[config.mk]
export PLATFORM = sky130hd
export DESIGN_NAME = active_list
export DESIGN_NICKNAME = d
export VERILOG_FILES = /design/src/rtl/active_list.sv
export SDC_FILE = /design/constraint.sdc
export NUM_CORES = 2
export LEC_CHECK = 0
export CAP_MARGIN = 20
export CORE_ASPECT_RATIO = 1.2
export CORE_MARGIN = 1
export CORE_UTILIZATION = 60
export CTS_BUF_LIST = sky130_fd_sc_hd__clkbuf_4
export CTS_CLUSTER_DIAMETER = 150
export DETAILED_ROUTE_END_ITERATION = 6
export PLACE_DENSITY = 0.85
export SETUP_SLACK_MARGIN = 0.3
export SYNTH_ARGS = -nofsm -noshare
export SYNTH_HDL_FRONTEND = slang
export SYNTH_SLANG_ARGS = --single-unit
export TNS_END_PERCENT = 100
[constraint.sdc]
create_clock -name clk -period 10.6 [get_ports clk]
set_clock_uncertainty 0.15 [all_clocks]
set_input_delay 1.06 -clock clk [delete_from_list [all_inputs] [get_ports clk]]
set_output_delay 1.06 -clock clk [all_outputs]
set_load 0.01 [all_outputs]
[src/rtl/active_list.sv]
`default_nettype none
// ============================================================================
//  Module      : active_list
//  Description : In-order reorder buffer (active list) for the OoO core.
//                Allocates one entry per renamed instruction at the tail,
//                marks entries done on execute completion and retires them
//                from the head, one per cycle. On a misprediction flush it
//                walks back from the tail, one entry per cycle. Each walked
//                entry restores the rename map and frees its new preg. The
//                walk then pulses end_flush for one cycle.
//  Ports       : clk, rst (sync, active-high)
//                alloc_*    : allocation handshake and entry payload
//                complete_* : execute completion by slot index
//                flush_*    : flush request and youngest surviving ID
//                commit_*   : registered retire outputs
//                restore_*, freed_new_preg, end_flush : registered walk outputs
//                count      : occupied entries
//  Config      : ACTIVE_LIST_COMMIT_CNT_EN adds commit_count[31:0], a
//                retired-instruction counter cleared only by rst.
//  Revision    : 1.0 - initial release
// ============================================================================
module active_list #(
    parameter int DEPTH  = 32,
    parameter int ID_W   = 32,
    parameter int PREG_W = 6,
    parameter int AREG_W = 5,
    localparam int IDX_W = $clog2(DEPTH)
) (
    input  logic              clk,
    input  logic              rst,
    // allocation
    input  logic              alloc_valid,
    output logic              alloc_ready,
    input  logic [ID_W-1:0]   alloc_id,
    input  logic              alloc_uses_rw,
    input  logic [AREG_W-1:0] alloc_arch_rw,
    input  logic [PREG_W-1:0] alloc_new_preg,
    input  logic [PREG_W-1:0] alloc_old_preg,
    output logic [IDX_W-1:0]  alloc_index,
    // completion
    input  logic              complete_valid,
    input  logic [IDX_W-1:0]  complete_index,
    // flush
    input  logic              flush_req,
    input  logic [ID_W-1:0]   flush_id,
    // commit
    output logic              commit_valid,
    output logic              commit_uses_rw,
    output logic [PREG_W-1:0] commit_old_preg,
    // walk / restore
    output logic              restore_valid,
    output logic              restore_uses_rw,
    output logic [AREG_W-1:0] restore_arch_rw,
    output logic [PREG_W-1:0] restore_preg,
    output logic [PREG_W-1:0] freed_new_preg,
    output logic              end_flush,
    output logic [IDX_W:0]    count
`ifdef ACTIVE_LIST_COMMIT_CNT_EN
    ,
    output logic [31:0]       commit_count
`endif
);

    localparam logic [IDX_W:0]   c_ptr_one = 1;
    localparam logic [IDX_W-1:0] c_idx_one = 1;

    typedef enum logic [0:0] {
        S_RUN  = 1'b0,
        S_WALK = 1'b1
    } state_t;

    state_t r_state;
    state_t w_state_nxt;

    // Pointers carry a wrap bit above the index so full and empty differ.
    logic [IDX_W:0]    r_head;
    logic [IDX_W:0]    r_tail;

    // Per-entry state
    logic [DEPTH-1:0]  r_valid;
    logic [DEPTH-1:0]  r_done;
    logic [ID_W-1:0]   r_id       [DEPTH];
    logic              r_uses_rw  [DEPTH];
    logic [AREG_W-1:0] r_arch_rw  [DEPTH];
    logic [PREG_W-1:0] r_new_preg [DEPTH];
    logic [PREG_W-1:0] r_old_preg [DEPTH];

    // Flush boundary held for the whole walk; later requests are ignored.
    logic [ID_W-1:0]   r_flush_id;

    // Registered outputs
    logic              r_commit_valid;
    logic              r_commit_uses_rw;
    logic [PREG_W-1:0] r_commit_old_preg;
    logic              r_restore_valid;
    logic              r_restore_uses_rw;
    logic [AREG_W-1:0] r_restore_arch_rw;
    logic [PREG_W-1:0] r_restore_preg;
    logic [PREG_W-1:0] r_freed_new_preg;
    logic              r_end_flush;

    logic              w_empty;
    logic              w_full;
    logic [IDX_W-1:0]  w_head_idx;
    logic [IDX_W-1:0]  w_tail_idx;
    logic [IDX_W-1:0]  w_walk_idx;
    logic              w_alloc_ok;
    logic              w_alloc_fire;
    logic              w_commit_fire;
    logic              w_walk_step;
    logic              w_walk_end;
    logic              w_flush_take;

    assign w_head_idx = r_head[IDX_W-1:0];
    assign w_tail_idx = r_tail[IDX_W-1:0];
    assign w_walk_idx = w_tail_idx - c_idx_one;
    assign w_empty    = (r_head == r_tail);
    assign w_full     = (w_head_idx == w_tail_idx) && (r_head[IDX_W] != r_tail[IDX_W]);

    // ------------------------------------------------------------------
    // FSM state register
    // ------------------------------------------------------------------
    always_ff @(posedge clk) begin
        if (rst) begin
            r_state <= S_RUN;
        end else begin
            r_state <= w_state_nxt;
        end
    end

    // ------------------------------------------------------------------
    // FSM next state and per-cycle decisions
    // ------------------------------------------------------------------
    always_comb begin
        w_state_nxt   = r_state;
        w_alloc_ok    = 1'b0;
        w_commit_fire = 1'b0;
        w_walk_step   = 1'b0;
        w_walk_end    = 1'b0;
        w_flush_take  = 1'b0;
        case (r_state)
            S_RUN: begin
                // full uses the pre-update pointers, so a slot freed by a
                // same-cycle commit cannot be reallocated until next cycle.
                w_alloc_ok    = !w_full && !flush_req;
                w_commit_fire = !w_empty && r_valid[w_head_idx] &&
                                r_done[w_head_idx] && !flush_req;
                if (flush_req) begin
                    w_flush_take = 1'b1;
                    w_state_nxt  = S_WALK;
                end
            end
            S_WALK: begin
                if (!w_empty && (r_id[w_walk_idx] > r_flush_id)) begin
                    w_walk_step = 1'b1;
                end else begin
                    w_walk_end  = 1'b1;
                    w_state_nxt = S_RUN;
                end
            end
            default: begin
                w_state_nxt = S_RUN;
            end
        endcase
    end

    assign alloc_ready  = w_alloc_ok && !rst;
    assign w_alloc_fire = alloc_valid && alloc_ready;
    assign alloc_index  = w_tail_idx;
    assign count        = r_tail - r_head;

    // ------------------------------------------------------------------
    // Pointers, entry flags and registered outputs
    // ------------------------------------------------------------------
    always_ff @(posedge clk) begin
        if (rst) begin
            r_head            <= '0;
            r_tail            <= '0;
            r_valid           <= '0;
            r_done            <= '0;
            r_flush_id        <= '0;
            r_commit_valid    <= 1'b0;
            r_commit_uses_rw  <= 1'b0;
            r_commit_old_preg <= '0;
            r_restore_valid   <= 1'b0;
            r_restore_uses_rw <= 1'b0;
            r_restore_arch_rw <= '0;
            r_restore_preg    <= '0;
            r_freed_new_preg  <= '0;
            r_end_flush       <= 1'b0;
        end else begin
            r_commit_valid    <= 1'b0;
            r_commit_uses_rw  <= 1'b0;
            r_commit_old_preg <= '0;
            r_restore_valid   <= 1'b0;
            r_restore_uses_rw <= 1'b0;
            r_restore_arch_rw <= '0;
            r_restore_preg    <= '0;
            r_freed_new_preg  <= '0;
            r_end_flush       <= w_walk_end;

            if (w_flush_take) begin
                r_flush_id <= flush_id;
            end

            // Completion of a slot that is not live is dropped. Later
            // assignments below (alloc, commit, walk) take precedence.
            if (complete_valid && r_valid[complete_index]) begin
                r_done[complete_index] <= 1'b1;
            end

            if (w_alloc_fire) begin
                r_valid[w_tail_idx] <= 1'b1;
                r_done[w_tail_idx]  <= 1'b0;
                r_tail              <= r_tail + c_ptr_one;
            end

            if (w_commit_fire) begin
                r_valid[w_head_idx] <= 1'b0;
                r_done[w_head_idx]  <= 1'b0;
                r_head              <= r_head + c_ptr_one;
                r_commit_valid      <= 1'b1;
                r_commit_uses_rw    <= r_uses_rw[w_head_idx];
                r_commit_old_preg   <= r_old_preg[w_head_idx];
            end

            if (w_walk_step) begin
                r_valid[w_walk_idx] <= 1'b0;
                r_done[w_walk_idx]  <= 1'b0;
                r_tail              <= r_tail - c_ptr_one;
                r_restore_valid     <= 1'b1;
                r_restore_uses_rw   <= r_uses_rw[w_walk_idx];
                r_restore_arch_rw   <= r_arch_rw[w_walk_idx];
                r_restore_preg      <= r_old_preg[w_walk_idx];
                r_freed_new_preg    <= r_new_preg[w_walk_idx];
            end
        end
    end

    // ------------------------------------------------------------------
    // Entry payload: only meaningful while the valid flag is set, so it
    // needs no reset.
    // ------------------------------------------------------------------
    always_ff @(posedge clk) begin
        if (w_alloc_fire) begin
            r_id[w_tail_idx]       <= alloc_id;
            r_uses_rw[w_tail_idx]  <= alloc_uses_rw;
            r_arch_rw[w_tail_idx]  <= alloc_arch_rw;
            r_new_preg[w_tail_idx] <= alloc_new_preg;
            r_old_preg[w_tail_idx] <= alloc_old_preg;
        end
    end

`ifdef ACTIVE_LIST_COMMIT_CNT_EN
    logic [31:0] r_commit_count;

    always_ff @(posedge clk) begin
        if (rst) begin
            r_commit_count <= '0;
        end else if (w_commit_fire) begin
            r_commit_count <= r_commit_count + 32'd1;
        end
    end

    assign commit_count = r_commit_count;
`endif

    assign commit_valid    = r_commit_valid;
    assign commit_uses_rw  = r_commit_uses_rw;
    assign commit_old_preg = r_commit_old_preg;
    assign restore_valid   = r_restore_valid;
    assign restore_uses_rw = r_restore_uses_rw;
    assign restore_arch_rw = r_restore_arch_rw;
    assign restore_preg    = r_restore_preg;
    assign freed_new_preg  = r_freed_new_preg;
    assign end_flush       = r_end_flush;

endmodule
`default_nettype wire

==> results.json <==
{
  "syn_avg_cell_area_sq_um": 20.2,
  "post-route-min-period_ns": 9.05,
  "path_clk_slew_ns": 0.07,
  "ant_nets": 0,
  "violations": "design-rule violations",
  "min_to": "r_flush_id[0]",
  "r2r-end": "r_tail[5]",
  "yosysUniqueCellTypes": 80,
  "nets": 3995,
  "power_leakage_nw": 24.0,
  "yosysMostFrequentCell": "edfxtp_1",
  "cts_max_level": 5,
  "start_util_pct": 60.8,
  "crit_path_end_kind": "flop",
  "ioPinCount": 132,
  "clock_sinks": 1737,
  "wl_um": 193000,
  "start_kind": "flop",
  "cts_root_buf": "clkbuf_4",
  "setup_viol": 0,
  "pwr_density_cell_nw_per_um2": 211,
  "die_h_um": 374,
  "wl_per_cell_um": 34.0,
  "rsz0062_at_grt": "no",
  "drtPass1Iterations": 7,
  "port_buffers": 131,
  "rows": 135,
  "drc": 14,
  "synth_common_cells": "edfxtp_1, mux4_2, dfxtp_1, o22ai_1, clkbuf_1",
  "grt_pass1_vias": 41000,
  "maxCapViolCount": 0,
  "synth_cells": 3417,
  "outcome": "complete, but fails checks",
  "clk_latency_ns": 1.32,
  "gp_congestion": 0.931,
  "ys_seq_area_share_pct": 73.6,
  "grt_overflow": 0,
  "ir_drop_mv": 0.204,
  "synth_area_leaders": "edfxtp_1, mux4_2, dfxtp_1, o22ai_1, ha_1",
  "synth-async-reset-ratio_pct": 0,
  "relSlewSlack_pct": 18.2,
  "crit_fanout": 48,
  "core_sq_um": 114000,
  "power_mw": 16.4,
  "r2r_cells": 20,
  "synth_edf_count": 1600,
  "finalSetupTns_ns": 0,
  "hold_start": "flush_id[0]",
  "required_ns": 11.67,
  "maxSlewViolCount": 0,
  "yosys.area.top_type": "edfxtp_1",
  "worstMarginPinSlew_ns": 1.23,
  "clock_path_buffers": 4,
  "hpwl_um": 98400,
  "critPathArrivalTime_ns": 10.12,
  "ys_ff_latch": 1737,
  "drt_iter0_drc": 7056,
  "syn_area_sq_um": 69000,
  "track_usage_pct": 33.1,
  "die_w_um": 312,
  "grt_pass1_wl_um": 275000,
  "r2r-start": "r_tail[0]",
  "cts_made_buffers": 411,
  "drive_above_1_share_pct": 30.7,
  "postCtsResizedCells": 0,
  "hp-class": "input port to flop",
  "grt_start_max_net_pins": 115,
  "synthFlopType": "edfxtp_1",
  "area_growth_pct": 12.5,
  "synth_nets": 3564,
  "num_vias": 41100,
  "viasPerCell": 7.23,
  "max_freq_mhz": 111,
  "die-area_sq_um": 116000,
  "tritoncts": "done",
  "yosysWarnings": 0,
  "ctsHoldBuffers": 0,
  "post_cts_buffers": 0,
  "whs_path_depth": 3,
  "period_share_pct": 85.3,
  "yosysTopAreaCellShare_pct": 69.6,
  "r2r_setup_slack_ns": 1.55,
  "antenna_found_initial": 12,
  "hold_viol_final": 0,
  "crit_type": "flop to flop"
}
## critical path, stage by stage (launching register included)
cell and delay, ns:
dfxtp_4 0.81, buf_4 0.77, buf_4 0.79, buf_4 0.87, mux4_2 0.39, o22ai_1 0.09, nor4_1 0.73, ha_1 0.25
nand4_1 0.17, nor4_1 1.06, nor4b_1 0.50, o31ai_2 0.37, and2_1 0.29, inv_1 0.18, ha_1 0.27, a21o_1 0.19
a21oi_1 0.24, o21bai_1 0.13, a2111o_1 0.42, a21oi_1 0.15, a311o_1 0.12
## layer usage
layer | global-route usage (%) | vias up | share of wire, %
li1 | - | 15700 | -
met1 | 42.2 | 20400 | 32
met2 | 52.0 | 4118 | 48
met3 | 9.24 | 773 | 14
met4 | 18.1 | 14 | 6.1
met5 | 0 | - | 0.047
## cells in the final DEF (no fill, tap or decap), types with 18 or more instances in the layout
cell type	count
clkinv_1	94
a22o_1	24
clkinv_2	21
mux4_2	459
nor3_1	22
a22oi_1	52
a41oi_1	22
a311oi_1	26
a221oi_1	25
edfxtp_1	1600
clkbuf_4	597
a2111oi_0	18
a21oi_1	68
o22ai_1	137
inv_1	62
a211oi_1	43
clkdlybuf4s50_1	130
o41ai_1	32
nor4_1	39
mux2i_1	42
nand2_1	85
nor2_4	22
dfxtp_1	134
ha_1	52
buf_4	89
nor2_1	46
## flip-flops by register name, summed over array words and instances, names as in the netlist, 5 cells and up
name             cells
r_done              32
r_tail               6
r_head               6
commit_old_preg      6
r_id              1024
restore_arch_rw      5
freed_new_preg       6
r_arch_rw          160
r_valid             32
restore_preg         6
r_old_preg         192
r_new_preg         192
r_flush_id          32
r_uses_rw           32
## per-stage QoR
stage	util [%]	cell area, sq um	setup slack (ns)	hold WS [ns]	cells
3_3_place_gp	63.7	72400	2.03	0.295	4932
4_1_cts	68.3	77500	1.59	0.0345	5660
6_report	68.4	77700	1.55	0.153	5677
5_1_grt	68.4	77700	1.17	0.0935	5673
2_1_floorplan	-	69000	3.59	0.286	3417
3_5_place_dp	63.8	72400	1.78	0.298	4936
## final cells by class
type                    instances  area (sq um)
well taps                    1507          1890
fillers                      6714         35800
inverters                      63           236
repair buffers                232          2230
diodes                         11          27.5
clock inverters               127           626
clock buffers                 597          4480
multi-input cells            1403         17400
flip-flops and latches       1737         50800
## how the worst max path moves through the flow
stage / startpoint / end
after floorplan: r_tail[0] / r_tail[5]
after global placement: r_tail[0] / r_tail[5]
after detailed placement: r_tail[0] / r_tail[5]
after CTS: r_tail[0] / r_tail[5]
after global routing: r_tail[0] / r_tail[5]
final: r_tail[0] / r_tail[5]
## report_power, final
| part | internal [mW] | switching (mW) | leakage (nW) | total, mW |
|---|---|---|---|---|
| registers | 7.52 | 0.0491 | 15.5 | 7.57 |
| clock network | 2.68 | 2.63 | 3.06 | 5.31 |
| logic | 1.42 | 2.13 | 5.44 | 3.55 |
| total | 11.6 | 4.80 | 24.0 | 16.4 |
## cells by family after synthesis
group,share of synthesized area (%)
compound gates,5.28
xor+xnor,0.199
fa+ha+maj,1.02
buf+inv,1.75
flops,73.6
mux,15.8
simple gates,2.42
Power figures use the tool's default switching activity.
